<file path="src/rtl/br_fifo_ctrl_1r1w.sv">
// FIFO controller for an external 1R1W RAM (zero-cycle read, one-cycle write), with optional
// empty-FIFO cut-through. Define BR_FIFO_CTRL_INTG_CHECKS_EN to compile in integrity assertions.

module br_fifo_ctrl_1r1w #(
   parameter int Depth        = 2,
   parameter int Width        = 1,
   parameter bit EnableBypass = 1'b1,
   localparam int AddrWidth   = $clog2(Depth),
   localparam int CountWidth  = $clog2(Depth + 1)
) (
   input  logic                  clk,
   input  logic                  rst,
   output logic                  push_ready,
   input  logic                  push_valid,
   input  logic [Width-1:0]      push_data,
   input  logic                  pop_ready,
   output logic                  pop_valid,
   output logic [Width-1:0]      pop_data,
   output logic                  full,
   output logic                  empty,
   output logic [CountWidth-1:0] items,
   output logic [CountWidth-1:0] slots,
   output logic                  ram_wr_valid,
   output logic [AddrWidth-1:0]  ram_wr_addr,
   output logic [Width-1:0]      ram_wr_data,
   output logic                  ram_rd_addr_valid,
   output logic [AddrWidth-1:0]  ram_rd_addr,
   input  logic                  ram_rd_data_valid,
   input  logic [Width-1:0]      ram_rd_data
);

   localparam logic [CountWidth-1:0] DepthCount = CountWidth'(Depth);
   localparam logic [AddrWidth-1:0]  LastAddr   = AddrWidth'(Depth - 1);

   logic [AddrWidth-1:0]  r_wr_ptr;
   logic [AddrWidth-1:0]  r_rd_ptr;
   logic [CountWidth-1:0] r_items;
   logic [CountWidth-1:0] w_items_next;
   logic                  w_empty;
   logic                  w_full;
   logic                  w_push;
   logic                  w_pop;
   logic                  w_bypass;
   logic                  w_ram_push;
   logic                  w_ram_pop;

   // Pointers wrap explicitly so non-power-of-2 depths work.
   function automatic logic [AddrWidth-1:0] f_ptr_inc(input logic [AddrWidth-1:0] ptr);
      if (ptr == LastAddr) begin
         return {AddrWidth{1'b0}};
      end else begin
         return ptr + AddrWidth'(1'b1);
      end
   endfunction

   assign w_empty    = (r_items == {CountWidth{1'b0}});
   assign w_full     = (r_items == DepthCount);
   assign push_ready = !w_full;
   assign w_push     = push_valid && !w_full;

   // Empty FIFO either cuts the push straight through or shows nothing.
   always_comb begin
      w_bypass  = 1'b0;
      pop_valid = 1'b0;
      pop_data  = ram_rd_data;
      if (w_empty) begin
         if (EnableBypass) begin
            w_bypass  = push_valid && pop_ready;
            pop_valid = push_valid;
            pop_data  = push_data;
         end else begin
            w_bypass  = 1'b0;
            pop_valid = 1'b0;
            pop_data  = ram_rd_data;
         end
      end else begin
         pop_valid = ram_rd_data_valid;
         pop_data  = ram_rd_data;
      end
   end

   assign w_pop      = pop_valid && pop_ready;
   assign w_ram_pop  = w_pop && !w_empty;
   assign w_ram_push = w_push && !w_bypass;

   assign ram_wr_valid      = w_ram_push;
   assign ram_wr_addr       = r_wr_ptr;
   assign ram_wr_data       = push_data;
   assign ram_rd_addr_valid = !w_empty;
   assign ram_rd_addr       = r_rd_ptr;

   assign full  = w_full;
   assign empty = w_empty;
   assign items = r_items;
   assign slots = DepthCount - r_items;

   // Occupancy update; a bypass touches neither RAM nor count.
   always_comb begin
      w_items_next = r_items;
      if (w_ram_push && !w_ram_pop) begin
         w_items_next = r_items + CountWidth'(1'b1);
      end else if (!w_ram_push && w_ram_pop) begin
         w_items_next = r_items - CountWidth'(1'b1);
      end else begin
         w_items_next = r_items;
      end
   end

   // Pointer and occupancy state; reset discards contents without touching the RAM.
   always_ff @(posedge clk) begin
      if (rst) begin
         r_wr_ptr <= {AddrWidth{1'b0}};
         r_rd_ptr <= {AddrWidth{1'b0}};
         r_items  <= {CountWidth{1'b0}};
      end else begin
         r_items <= w_items_next;
         if (w_ram_push) begin
            r_wr_ptr <= f_ptr_inc(r_wr_ptr);
         end else begin
            r_wr_ptr <= r_wr_ptr;
         end
         if (w_ram_pop) begin
            r_rd_ptr <= f_ptr_inc(r_rd_ptr);
         end else begin
            r_rd_ptr <= r_rd_ptr;
         end
      end
   end

`ifdef BR_FIFO_CTRL_INTG_CHECKS_EN
   br_fifo_ctrl_1r1w_checks #(
      .Depth      (Depth),
      .Width      (Width),
      .CountWidth (CountWidth)
   ) u_checks (
      .clk               (clk),
      .rst               (rst),
      .push_valid        (push_valid),
      .push_ready        (push_ready),
      .push_data         (push_data),
      .ram_rd_addr_valid (ram_rd_addr_valid),
      .ram_rd_data_valid (ram_rd_data_valid),
      .items             (r_items)
   );
`endif

endmodule

`ifdef BR_FIFO_CTRL_INTG_CHECKS_EN
module br_fifo_ctrl_1r1w_checks #(
   parameter int Depth      = 2,
   parameter int Width      = 1,
   parameter int CountWidth = 2
) (
   input logic                  clk,
   input logic                  rst,
   input logic                  push_valid,
   input logic                  push_ready,
   input logic [Width-1:0]      push_data,
   input logic                  ram_rd_addr_valid,
   input logic                  ram_rd_data_valid,
   input logic [CountWidth-1:0] items
);

   a_push_hold: assert property (@(posedge clk) disable iff (rst)
      push_valid && !push_ready |=> push_valid && $stable(push_data));

   a_rd_latency: assert property (@(posedge clk) disable iff (rst)
      ram_rd_addr_valid |-> ram_rd_data_valid);

   a_items_max: assert property (@(posedge clk) disable iff (rst)
      items <= CountWidth'(Depth));

endmodule
`endif

</file>
<file path="config.mk">
export PLATFORM = sky130hd
export DESIGN_NAME = br_fifo_ctrl_1r1w
export DESIGN_NICKNAME = d
export VERILOG_FILES = /design/src/rtl/br_fifo_ctrl_1r1w.sv
export SDC_FILE = /design/constraint.sdc
export NUM_CORES = 1
export LEC_CHECK = 0
export CORE_AREA = 2 2 39 41
export DETAILED_ROUTE_END_ITERATION = 8
export DIE_AREA = 0 0 41 43
export HOLD_SLACK_MARGIN = 0.02
export SETUP_SLACK_MARGIN = 0.5
export SLEW_MARGIN = 10
export SYNTH_ARGS = -nofsm -noshare
export SYNTH_HDL_FRONTEND = slang
export SYNTH_SLANG_ARGS = --single-unit
</file>
<file path="constraint.sdc">
create_clock -name clk -period 5.26 [get_ports clk]
set_input_delay 0.526 -clock clk [delete_from_list [all_inputs] [get_ports clk]]
set_output_delay 0.526 -clock clk [all_outputs]
set_load 0.1 [all_outputs]
</file>
# Yosys cells after proc, flatten, opt, wreduce, memory -nomap -nowiden
# Index checks and enable logic that the tools add are counted.
totals:
  reg_bits: 4
  out_inout_bits: 14
  word_cells: 30
op_classes:
  add_sub_neg: 5
  n_eq_ne: 1
  muxes: 7
  n_reduce_logical: 14
op_table:
  columns: ["cell", "count"]
  rows:
  - ["$logic_and A1 B1 Y1", 7]
  - ["$logic_not A1 Y1", 5]
  - ["$mux W1", 5]
  - ["$mux W2", 2]
  - ["$add A1 B1 Y1 const B", 2]
  - ["$add A2 B1 Y2 const B", 1]
  - ["$eq A2 B2 Y1 const B", 1]
  - ["$logic_not A2 Y1", 1]
  - ["$reduce_bool A2 Y1", 1]
  - ["$sub A2 B1 Y2 const B", 1]
  - ["$sub A2 B2 Y2 const A", 1]

# Depth between registers and ports, before layout
# Gate-level depths: netlist of the first run.
logic_depth:
  depth_word: 8
  ltp_mapped: 8
  mapped_depth_nobuf: 8

# Least setup slack after synthesis of the first run
# OpenSTA, ideal clock, no wires.
synth_timing:
  path_kind: "flip-flop to flip-flop"
  startpoint: "register r_items[0], in the netlist items[0]"
  endpoint: "register r_items[1], in the netlist items[1]"
  setup_time_ps: 70
  t_arrival_ps: 4334
  required_ps: 5190
  setup_slack_ps: 856
  path_stages_with_launch: 8
  n_path_buf: 0
  path_cell_list: "dfxtp_1 inv_1 ha_1 and2_4 nor2_1 ha_1 or3_1 a21oi_1"
synth_via:
  elab_chain_len: 7
synth_lines:
  columns: ["element", "line", "rtl"]
  rows:
  - ["start, declared", "37", "logic [CountWidth-1:0] r_items;"]
  - ["start signal, assigned", "114", "r_items <= {CountWidth{1'b0}};"]
  - ["start signal, assigned", "116", "r_items <= w_items_next;"]
  - ["$logic_not A2 Y1 (*)", "56", "assign w_empty = (r_items == {CountWidth{1'b0}});"]
  - ["named net empty", "20", "output logic empty,"]
  - ["$mux W1 (*)", "66", "if (w_empty) begin"]
  - ["$logic_not A1 Y1 (*)", "84", "assign w_ram_push = w_push && !w_bypass;"]
  - ["$logic_and A1 B1 Y1 (*)", "84", null]
  - ["named net ram_wr_valid", "23", "output logic ram_wr_valid,"]
  - ["$logic_not A1 Y1", "102", "end else if (!w_ram_push && w_ram_pop) begin"]
  - ["$logic_and A1 B1 Y1", "102", null]
  - ["$reduce_bool A2 Y1 (no line)", null, null]
# Mark *: on every way through the listed nets, which the timed path passes. The rest lies on a longest branch. The select of a mux whose other input is x is not followed.
# A chain may end at the register's enable or synchronous reset.

# Worst setup path in the final report of the first run
layout_timing:
  startpoint: "register r_items[0], in the netlist items[0]"
  endpoint: "output ram_wr_valid"
layout_via:
  elab_chain_len: 4
layout_lines:
  columns: ["element", "line"]
  rows:
  - ["$eq A2 B2 Y1 or $logic_not A2 Y1 (tied branches)", "57, 56"]
  - ["$logic_not A1 Y1 or $mux W1 (tied branches)", "59, 66"]
  - ["$logic_and A1 B1 Y1 or $logic_not A1 Y1 (tied branches)", "59, 84"]
  - ["$logic_and A1 B1 Y1 (*)", "84"]
  - ["end, declared", "23"]
# Mark *: on every way between the ends. The rest lies on a longest branch, timed or not.

==> metrics.md, run 1 <==
| Metric | Value |
|---|---|
| Largest net degree at the start of global routing | 7 |
| Synth Cell Area | between 200 and 300 um2 |
| Mapped Cells | 31 |
| Initial core utilization | 19.3% |
| Vias per cell | 4.04 |
| Core Region | 1380 um2 |
| I/O pin count | 21 |
| Gp weighted congestion | 0.637 |
| Final Setup Violations | 0 |
| Global-route wire length before repair | 1.07 mm |
| Yosys warnings | 0 |
| Yosys reg bits | 4 |
| Share of the synthesized area in the top cell type | 30.0% |
| Max Clk Rate | 333 MHz |
| Crit Path Class | register to primary output |
| CTS tree | done |
| Max Root-Sink Buffers | 2 |
| Nature of the critical path startpoint | register |
| Crit Path Max Fanout | 6 |
| RSZ-0062 raised after global routing | no |
| Mapped Nets | 41 |
| Cell taking the most area after synthesis | dfxtp_1 |
| CP Cell Sequence | inv_1 -> ha_1 -> and2_4 -> nor2_1 -> clkdlybuf4s50_1 |
| Crit end category | primary output |
| Worst path required time | 4730 ps |
| Root buf cell | clkbuf_4 |
| Avg WL per Cell | around 9.6 um |
| Clock Latency Late Sink | 240 ps |
| Worst-path clk slew | 40 ps |
| Worst Hold Class | register to register |
| Fin. max-slew vios | 0 |
| Distinct cells, synth | 13 |
| Die Height | 43 um |
| Setup_tns | 0 ps |
| Slew HR | a little over a third |
| Die Wd | slightly above 40 um |
| Fill cells | ~160 |
| Row Count | 14 |
| Drt first pass iters | 1 |
| Routed Antenna Nets | 0 |
| Gr usage total | 9.83% |
| CTS resizes | 0 |
| Starting DRT DRC Count | 0 |
| Initial antenna violation count | 0 |
| CP max stage delay | between 1000 and 1500 ps |
| Hold_buf cts | 0 |
| # H-tree levels | 1 |
| Slew @ Worst Pin | 972 ps |
| Mapped Avg Cell Area | between 8 and 9 um2 |
| Die area | 1760 um2 |
| Post-CTS Setup Bufs | 0 |
| DRC viols | 0 |
| CP arrival | 2480 ps |
| Max cap viols | 0 |
| Final Hold Vio Count | 0 |
| Final nets | 64 |
| Final WL | roughly 660 um |
| Part of the cycle the worst path needs | 57.1% |
| Area grow syn2layout | 85.4% |
| TritonCTS Buffers | 3 |
| Detailed Place HPWL | between 500 and 600 um |
| Sink Count | 4 |
| Via count | 275 |
| Status | completed |
| Vias in the first global route | 263 |
| GRT Residual Overflow | 0 |
| Crit path max-delay cell type | clkdlybuf4s50_1 |
| WP buf/inv | 2 |
| Ant. Diodes | 0 |
| Sequential element share of the synthesized area | 30.0% |
| Critical path's top delay family | buffers and inverters |
| # port buffers | 20 |
| Minimum clock period | 3000 ps |
| Layout cells sized above 1 | 11.5% |
| Clk_skew | 8.50 ps |
| Largest cells by area after synthesis | dfxtp_1 (30%), ha_1 (14%), xor2_1 (9.9%) |
-- registers in the layout, indices dropped and copies added (netlist names) --
signal	flops
items	2
ram_rd_addr	1
ram_wr_addr	1
-- path summary, 6_finish.rpt --
path	start	endpoint	slack [ps]	depth (start not counted)
worst max-delay path	items[0]$_SDFFE_PP0P_	ram_wr_valid	2260	5
worst min-delay path	ram_wr_addr$_SDFFE_PP0P_	ram_wr_addr$_SDFFE_PP0P_	480	2
worst max register to register	items[0]$_SDFFE_PP0P_	items[1]$_SDFFE_PP0P_	3350	7
worst min register to register	ram_wr_addr$_SDFFE_PP0P_	ram_wr_addr$_SDFFE_PP0P_	480	2
-- routing by layer --
metal	track usage (%)	wire length [um]
met5	0	0
met2	12.8	327
met3	9.42	52
met4	4.00	0
met1	10.6	276
-- cells in the mapped netlist, drive strengths merged --
master and count:
inv 5, a21oi 2, buf 2, dfxtp 4
nor2 3, mux2 2, o21ai 2, nand2b 1
nand3b 1, and2 1, xor2 3, ha 3
or3 2
-- metrics by stage --
stage / hold slack [ps] / cell area [um2] / instances / worst slack (ps) / utilization (%)
2_1_floorplan: 595 / 267 / 31 / 856 / -
3_3_place_gp: 484 / 472 / 65 / 2360 / 34.1
3_5_place_dp: 482 / 472 / 65 / 2330 / 34.1
4_1_cts: 487 / 494 / 68 / 2250 / 35.7
5_1_grt: 513 / 494 / 68 / 2130 / 35.7
6_report: 480 / 494 / 68 / 2260 / 35.7
-- final cells by class --
class	count	area, um2	share of cell area (%)
Multi-Input combinational cell	20	153	30.9
Clock buffer	3	22.5	4.56
Timing Repair Buffer	20	200	40.5
Tap cell	16	20.0	4.05
Sequential cell	4	80.1	16.2
Inverter	5	18.8	3.80
-- cell families after synthesis --
logic type / after synthesis / share of synthesized area [%]
XOR/XNOR: 3 / 9.86
buffers and inverters: 7 / 12.7
adder cells (fa/ha/maj): 3 / 14.1
multiplexers: 2 / 8.45
AND/OR/NAND/NOR: 8 / 17.4
AO/OA/AOI/OAI: 4 / 7.51
flip-flops: 4 / 30.0
-- worst min-delay path, delay by kind of cell (launching register included) --
| kind | cells | cell delay [ps] |
|---|---|---|
| DFF | 1 | 310 |
| AOI/OAI and AO/OA | 2 | 130 |
-- layout by cell type, fill, tap and decap left out --
| cell | synthesis | final |
|---|---|---|
| inv_1 | 5 | 5 |
| nand2b_1 | 1 | 1 |
| clkdlybuf4s50_1 | 0 | 20 |
| ha_1 | 3 | 3 |
| mux2_2 | 2 | 2 |
| xor2_1 | 3 | 3 |
| or3_1 | 2 | 2 |
| and2_4 | 1 | 1 |
| nor2_1 | 3 | 3 |
| nand3b_1 | 1 | 1 |
| clkbuf_4 | 0 | 3 |
| o21ai_0 | 2 | 2 |
| dfxtp_1 | 4 | 4 |
| a21oi_1 | 2 | 2 |
Power of run 1 is left out: the tool's default activity adds up to more than one toggle a clock period on the data nets, which glitch-free logic cannot reach.
==> run 2: changes to the inputs <==
==> constraint.sdc (replaced) <==
create_clock -name clk -period 2.7 [get_ports clk]
set_input_delay 0.27 -clock clk [delete_from_list [all_inputs] [get_ports clk]]
set_output_delay 0.27 -clock clk [all_outputs]
set_load 0.1 [all_outputs]
==> metrics.md, run 2 (synthesized netlist as in run 1, its figures left out) <==
| Metric | Value |
|---|---|
| Initial antenna violation count | 0 (unchanged) |
| Worst path required time | 2860 ps (-1870 ps) |
| Post-CTS Setup Bufs | 0 (unchanged) |
| RSZ-0062 raised after global routing | no |
| Most frequent cells in the layout | buf_4 (14), clkdlybuf4s50_1 (6) |
| Largest net degree at the start of global routing | 7 (unchanged) |
| Hold_buf cts | 0 (unchanged) |
| Status | completed |
| Final WL | 628 um (-4.1%) |
| Via count | 283 (+2.9%) |
| Crit path from | items[0]$_SDFFE_PP0P_ |
| # H-tree levels | 1 (unchanged) |
| Clk_skew | 5.62 ps (-2.88 ps) |
| Final nets | 64 (unchanged) |
| Area grow syn2layout | 97.2% |
| Max cap viols | 0 (unchanged) |
| Die Wd | 41 um (unchanged) |
| Vias in the first global route | 241 (-8.4%) |
| Avg WL per Cell | 9.10 um (-5.5%) |
| Most common cell after layout, fill and taps aside | buf_4 |
| Gp weighted congestion | 0.701 (+10%) |
| Final Hold Vio Count | 0 (unchanged) |
| Crit Path Class | register to register |
| Crit end category | register |
| Register name with the most flops | items |
| CTS tree | done |
| Routed Antenna Nets | 0 (unchanged) |
| Global-route wire length before repair | 1.06 mm (-1.3%) |
| Slew @ Worst Pin | 280 ps (-691 ps) |
| Max Root-Sink Buffers | 2 (unchanged) |
| GRT Residual Overflow | 0 (unchanged) |
| Detailed Place HPWL | 536 um (+3.5%) |
| Drt first pass iters | 1 (unchanged) |
| # port buffers | 20 (unchanged) |
| Slew HR | 81.5% (+46 points) |
| CP arrival | 1890 ps (-590 ps) |
| Starting DRT DRC Count | 0 (unchanged) |
| Sink Count | 4 (unchanged) |
| Worst-path clk slew | 40 ps (about the same) |
| Die Height | 43 um (unchanged) |
| I/O pin count | 21 (unchanged) |
| Row Count | 14 (unchanged) |
| Worst Hold Class | register to register |
| Clock Latency Late Sink | 240 ps (about the same) |
| Vias per cell | 4.10 (+1.4%) |
| Nature of the critical path startpoint | register |
| TritonCTS Buffers | 3 (unchanged) |
| Root buf cell | clkbuf_4 |
| Part of the cycle the worst path needs | 64.1% |
| Fin. max-slew vios | 0 (unchanged) |
| Ant. Diodes | 0 (unchanged) |
| Setup_tns | 0 ps (unchanged) |
| Final Setup Violations | 0 (unchanged) |
| Max FFs per register | 2 (unchanged) |
| Minimum clock period | 1730 ps |
| Crit Path Max Fanout | 6 (unchanged) |
| Core Region | 1380 um2 (unchanged) |
| Worst min-delay path startpoint | ram_wr_addr$_SDFFE_PP0P_ |
| Die area | 1760 um2 (unchanged) |
| Gr usage total | 9.53% (-0.30 points) |
| Initial core utilization | 19.3% (unchanged) |
| RR Startpoint | items[0]$_SDFFE_PP0P_ |
| CTS resizes | 0 (unchanged) |
| DRC viols | 0 (unchanged) |
| Layout cells sized above 1 | 54.7% (+43 points) |
| Max Clk Rate | 578 MHz |
==> run 2: cell count changes in the layout (fill, tap and decap cells not counted), sizes merged <==
cell,change
clkbuf,+1
buf,+14
clkdlybuf4s50,-14
==> run 2: routing by layer <==
layer / GRT usage, % / part of all wire [%] / vias to the layer above
met2: 12.5 / 54 / 7
met4: 6.00 / 1.4 / 0
met1: 9.94 / 37 / 132
li1: - / - / 142
met3: 7.85 / 7.3 / 2
met5: 0 / 0 / -
==> run 2: final cells by class <==
class / count / area (um2)
Fill cell: 149 / 858
Multi-Input combinational cell: 20 / 205
Timing Repair Buffer: 20 / 165
Sequential cell: 4 / 87.6
Clock buffer: 4 / 26.3
Inverter: 5 / 21.3
Tap cell: 16 / 20.0
==> run 2: final timing paths <==
kind                                                  to  slack [ps]  cells past startpoint
worst max register to register     items[1]$_SDFFE_PP0P_         970                      7
worst min register to register  ram_wr_addr$_SDFFE_PP0P_         480                      2
worst min-delay path            ram_wr_addr$_SDFFE_PP0P_         480                      2
worst max-delay path               items[1]$_SDFFE_PP0P_         970                      7
==> run 2: stage by stage <==
| stage | instances | utilization [%] | setup slack [ps] | hold WS [ps] | cell area [um2] |
|---|---|---|---|---|---|
| 4_1_cts | 69 | 38.0 | 939 | 494 | 526 |
| 5_1_grt | 69 | 38.0 | 891 | 504 | 526 |
| 3_5_place_dp | 65 | 36.1 | 863 | 489 | 499 |
| 6_report | 69 | 38.0 | 969 | 484 | 526 |
| 3_3_place_gp | 65 | 36.1 | 882 | 478 | 499 |
| 2_1_floorplan | 31 | - | 250 | 329 | 329 |
==> run 2: worst max-delay path: stages (launching register included) <==
cell	delay [ps]
dfxtp_4	380
inv_4	50
ha_4	170
nand3b_1	240
ha_4	210
xor2_1	140
or3_1	350
a21oi_1	120
Power of run 2 is left out for the same reason.
